`config.mk`:
```
export PLATFORM = sky130hd
export DESIGN_NAME = vector_exec_unit
export DESIGN_NICKNAME = d
export VERILOG_FILES = /design/src/rtl/vector_exec_unit.sv
export SDC_FILE = /design/constraint.sdc
export NUM_CORES = 2
export LEC_CHECK = 0
export CAP_MARGIN = 20
export CORE_ASPECT_RATIO = 0.75
export CORE_MARGIN = 5
export CORE_UTILIZATION = 55
export CTS_CLUSTER_SIZE = 12
export DETAILED_ROUTE_END_ITERATION = 7
export PLACE_DENSITY_LB_ADDON = 0.1
export REMOVE_ABC_BUFFERS = 1
export SYNTH_ARGS = -nofsm -noshare
export SYNTH_HDL_FRONTEND = slang
export SYNTH_SLANG_ARGS = --single-unit
```
`constraint.sdc`:
```
create_clock -name clk -period 21 [get_ports clk]
set_input_delay 3.15 -clock clk [delete_from_list [all_inputs] [get_ports clk]]
set_output_delay 3.15 -clock clk [all_outputs]
set_load 0.01 [all_outputs]
```
`src/rtl/vector_exec_unit.sv`:
```
// Vector execute stage: latches two operand vectors, runs one element-wise op over
// LANES elements per cycle, then presents the result on the register-file write port.
module vector_exec_unit #(
   parameter int WIDTH        = 16,
   parameter int VECTOR_SIZE  = 16,
   parameter int NUM_VECTORES = 8,
   parameter int LANES        = 4
) (
   input  logic                                    clk,
   input  logic                                    rst_n,
   input  logic                                    start,
   input  logic [2:0]                              op,
   input  logic [$clog2(NUM_VECTORES)-1:0]         vdst,
   input  logic [VECTOR_SIZE-1:0][WIDTH-1:0]       vs1,
   input  logic [VECTOR_SIZE-1:0][WIDTH-1:0]       vs2,
   output logic                                    busy,
   output logic                                    done,
   output logic                                    we3,
   output logic [$clog2(NUM_VECTORES)-1:0]         v3,
   output logic [VECTOR_SIZE-1:0][WIDTH-1:0]       wd3
);

   localparam int N     = VECTOR_SIZE / LANES;
   localparam int CNT_W = (N > 1) ? $clog2(N) : 1;
   localparam int EL_W  = (VECTOR_SIZE > 1) ? $clog2(VECTOR_SIZE) : 1;
   localparam int SH_W  = $clog2(WIDTH);
   localparam int VI_W  = $clog2(NUM_VECTORES);

   generate
      if ((VECTOR_SIZE % LANES) != 0) begin : g_bad_lanes
         $error("VECTOR_SIZE must be an integer multiple of LANES");
      end
   endgenerate

   typedef enum logic [1:0] {
      S_IDLE = 2'd0,
      S_EXEC = 2'd1,
      S_WB   = 2'd2
   } state_t;

   // Element-wise operation; results wrap to WIDTH bits, shifts use only low SH_W bits of b.
   function automatic logic [WIDTH-1:0] f_alu(input logic [2:0]       i_op,
                                              input logic [WIDTH-1:0] a,
                                              input logic [WIDTH-1:0] b);
      logic [2*WIDTH-1:0] prod;
      logic [SH_W-1:0]    sh;
      prod = {{WIDTH{1'b0}}, a} * {{WIDTH{1'b0}}, b};
      sh   = b[SH_W-1:0];
      case (i_op)
         3'b000:  f_alu = a + b;
         3'b001:  f_alu = a - b;
         3'b010:  f_alu = a & b;
         3'b011:  f_alu = a | b;
         3'b100:  f_alu = a ^ b;
         3'b101:  f_alu = a << sh;
         3'b110:  f_alu = a >> sh;
         3'b111:  f_alu = prod[WIDTH-1:0];
         default: f_alu = {WIDTH{1'b0}};
      endcase
   endfunction

   state_t                              r_state;
   state_t                              w_state_nxt;
   logic [2:0]                          r_op;
   logic [VI_W-1:0]                     r_vdst;
   logic [VECTOR_SIZE-1:0][WIDTH-1:0]   r_a;
   logic [VECTOR_SIZE-1:0][WIDTH-1:0]   r_b;
   logic [VECTOR_SIZE-1:0][WIDTH-1:0]   r_res;
   logic [CNT_W-1:0]                    r_cnt;
   logic [VI_W-1:0]                     r_v3;
   logic [VECTOR_SIZE-1:0][WIDTH-1:0]   r_wd3;
   logic [EL_W-1:0]                     w_el_idx [LANES];
   logic [WIDTH-1:0]                    w_lane_res [LANES];
   logic [VECTOR_SIZE-1:0][WIDTH-1:0]   w_res_nxt;
   logic                                w_last;

   assign w_last = (r_cnt == CNT_W'(N - 1));

   // Only LANES ALUs exist; the lane counter steers them across the element groups.
   generate
      for (genvar l = 0; l < LANES; l++) begin : g_lane
         assign w_el_idx[l]   = EL_W'(r_cnt) * EL_W'(LANES) + EL_W'(l);
         assign w_lane_res[l] = f_alu(r_op, r_a[w_el_idx[l]], r_b[w_el_idx[l]]);
      end
   endgenerate

   // Result buffer with the current lane group merged in.
   always_comb begin
      w_res_nxt = r_res;
      for (int l = 0; l < LANES; l++) begin
         w_res_nxt[w_el_idx[l]] = w_lane_res[l];
      end
   end

   // State register.
   always_ff @(posedge clk) begin
      if (!rst_n) begin
         r_state <= S_IDLE;
      end else begin
         r_state <= w_state_nxt;
      end
   end

   // Next-state decode.
   always_comb begin
      w_state_nxt = r_state;
      case (r_state)
         S_IDLE: begin
            if (start) begin
               w_state_nxt = S_EXEC;
            end else begin
               w_state_nxt = S_IDLE;
            end
         end
         S_EXEC: begin
            if (w_last) begin
               w_state_nxt = S_WB;
            end else begin
               w_state_nxt = S_EXEC;
            end
         end
         S_WB:    w_state_nxt = S_IDLE;
         default: w_state_nxt = S_IDLE;
      endcase
   end

   // Operand capture, lane stepping and write-port data holding.
   always_ff @(posedge clk) begin
      if (!rst_n) begin
         r_op   <= 3'b000;
         r_vdst <= {VI_W{1'b0}};
         r_a    <= '0;
         r_b    <= '0;
         r_res  <= '0;
         r_cnt  <= {CNT_W{1'b0}};
         r_v3   <= {VI_W{1'b0}};
         r_wd3  <= '0;
      end else begin
         case (r_state)
            S_IDLE: begin
               if (start) begin
                  r_op   <= op;
                  r_vdst <= vdst;
                  r_a    <= vs1;
                  r_b    <= vs2;
                  r_cnt  <= {CNT_W{1'b0}};
               end else begin
                  r_cnt  <= r_cnt;
               end
            end
            S_EXEC: begin
               r_res <= w_res_nxt;
               if (w_last) begin
                  r_cnt <= {CNT_W{1'b0}};
                  r_wd3 <= w_res_nxt;
                  r_v3  <= r_vdst;
               end else begin
                  r_cnt <= r_cnt + CNT_W'(1);
               end
            end
            default: begin
               r_cnt <= r_cnt;
            end
         endcase
      end
   end

   assign busy = (r_state == S_EXEC) || (r_state == S_WB);
   assign done = (r_state == S_WB);
   assign we3  = (r_state == S_WB);
   assign v3   = r_v3;
   assign wd3  = r_wd3;

endmodule

```
==> results.cfg <==
[layout]
fill_cells = 10200
nets = 9796
regArea_um2 = 19500
fin_util_pct = 64.9
area_growth_pct = 17.5
multi_input_area_um2 = 41000
drive_above_1_share_pct = 5.15
fin_area_um2 = 76200

[sta]
worst_slew_pin_slew_ps = 1220
fin_crit_sh_pct = 43.7
hold_violations = 0
timing.final.crit_period_ps = 9170
finalMaxSlewViolations = 0
final-setup-viol-count = 0
fmax_mhz = 109
fin_skew_ps = 52.6
setup_ws_ps = 11830
relSlewSlack_pct = 18.6
rsz0062_at_grt = false
hold-worst-slack_ps = 441

[clock_tree]
post_cts_buffers = 0
root_buffer = clkbuf_16
postCtsResizedCells = 0
cts_buffer_depth = 3
cts_sinks = 973
cts_tree = yes
cts_made_buffers = 97
clock_latency_ps = 740
ctsHoldBuffers = 0
cts.reportedPaths.clkPinSlew_ps = 60
ctsHtreeMaxLevel = 3

[logic_synthesis]
netlist_area_um2 = 64900
ys_seq_elements = 973
synth_most_common_cell = nand2_1
ys_seq_area_share_pct = 30.0
ys.flop_type = dfxtp_1
synth_area_leaders = dfxtp_1 30%, nand2_1 12%, fa_1 10%
postSynth.asyncResetShare_pct = 0
avgSynthCellArea_um2 = 7.98
syn_inst = 8131
ys_top_cells_by_count = 2077 x nand2_1, 973 x dfxtp_1, 866 x a21oi_1, 594 x inv_1, 554 x nor2_1
synth.distinct_cells = 90
synth_edf_count = 0
synth_top_area_cell = dfxtp_1
yosysTopAreaCellShare_pct = 30.0
yosysWarnings = 0

[worst_setup_path]
cp-start-kind = flip-flop
path_buf_inv = 8
path_common_cell = fa_1
worstPathArrival_ps = 9770
cp-end-kind = flip-flop
worst_path_dominant_cell_family = adder cells
crit_required_ps = 21590
crit_type = reg2reg
r2r_slack_ps = 11830
cpMaxStageDelayCell = dfxtp_4
cp_max_fo = 39
cpPeakStageDelay_ps = 780

[global_route]
grt_max_degree = 233
grt_pass1_vias = 59400
grt_overflow = 0
antenna_found_initial = 15
grt_pass1_wl_um = 371000
grt_use_total_pct = 38.6

[drt]
vias = 61500
wl_per_cell_um = 24.7
viasPerCell = 6.05
drc = 0
wl_um = 251000
ant_nets = 0
dr.pass1.iters = 6
drt_iter0_markers = 7580

[job]
max-cap-violations = 0

[pwr]
power.total_mw = 5.24
p_leak_nw = 30.4
power_density_nw_per_um2 = 68.7
vdd_drop_max_mv = 0.0640

[run_status]
status = completed

[place]
port_buffers = 782
dpl.hpwl_um = 182000
placed_area_um2 = 73300
dpl_worst_slack_ps = 11800
routabilityCongestion = 1.07

[die]
fp.dieW_um = 407
dieArea_um2 = 125000
die_h_um = 308
core_region_area_um2 = 118000
num_io_pins = 783
floorplan.initialDensity_pct = 55.2
row_count = 109

[min_path]
hold_class = reg2reg
==> state kept, by name (all words and copies together) (netlist names) <==
name,count
r_state,2
v3,3
wd3,256
r_op,3
r_vdst,3
r_res,192
r_b,256
r_a,256
r_cnt,2
==> area by class of cell <==
| class | count | share of cell area [%] |
|---|---|---|
| multi-input combinational | 5975 | 53.7 |
| sequential | 973 | 25.6 |
| timing repair buffer | 876 | 11.2 |
| clock buffer | 129 | 3.58 |
| inverter | 629 | 3.11 |
| tap | 1554 | 2.55 |
| clock inverter | 14 | 0.210 |
| antenna | 11 | 0.0361 |
==> per-layer routing <==
metal | global-route usage, % | vias to the layer above | share of wire (%)
li1 | - | 27800 | -
met1 | 52.4 | 29800 | 41
met2 | 58.7 | 3308 | 44
met3 | 11.6 | 589 | 11
met4 | 14.1 | 6 | 4.2
met5 | 0 | - | 0.040
==> where the power goes <==
| part | switching, mW | internal, mW | leakage [nW] |
|---|---|---|---|
| registers | 0.0487 | 1.93 | 7.93 |
| logic | 1.05 | 0.556 | 21.1 |
| clock network | 0.740 | 0.913 | 1.41 |
| total | 1.84 | 3.40 | 30.4 |
==> worst reg2reg max path: stages (launching register included) <==
cell     delay [ps]
dfxtp_4         780
buf_4           590
buf_4           730
mux2i_1         170
mux2_2          290
buf_4           260
inv_1           110
buf_4           430
nand2_1         160
fa_1            530
fa_1            570
fa_1            450
fa_1            540
inv_1            50
fa_1            470
inv_1            50
fa_1            470
inv_1            50
ha_1            330
o21a_1          200
o31a_1          150
o41ai_1         620
xnor2_1         150
a21oi_1         480
o21ai_0         190
a22o_1          230
==> logic make-up after synthesis <==
group                      count (synthesis)  synth area share (%)
AOI/OAI and AO/OA                       1774                  16.2
muxes                                    387                  8.36
buffers and inverters                   1183                  7.12
DFF                                      973                  30.0
xor gates and xnor gates                 257                  3.53
and+or+nand+nor                         2834                  17.1
adders and majority gates                723                  17.7
==> layout by cell type, fill, tap and decap left out, drive strengths merged, types with 30 or more instances in the layout <==
master         instances
a211oi                62
a21o                  51
a21oi                866
a22oi                 39
a31oi                 30
a32oi                 34
buf                   94
clkbuf               129
clkdlybuf4s50        782
clkinv                30
dfxtp                973
fa                   324
ha                   399
inv                  610
mux2                  30
mux2i                236
mux4                 121
nand2               2078
nand3                 30
nor2                 554
nor3                  47
o21a                  41
o21ai                392
xnor2                203
xor2                  51
==> per-stage QoR <==
stage               setup TNS (ps)  std cells
finish                           0      10200
floorplan                  -917050       7577
global placement                 0      10000
detailed placement               0      10000
CTS                              0      10100
global route                     0      10200
==> worst paths after layout <==
kind	start	to	depth (start not counted)
max	r_cnt[0]	wd3[159]	25
min	wd3[242]	wd3[242]	2
max reg2reg	r_cnt[0]	wd3[159]	25
min reg2reg	wd3[242]	wd3[242]	2
Power figures use the tool's default switching activity.
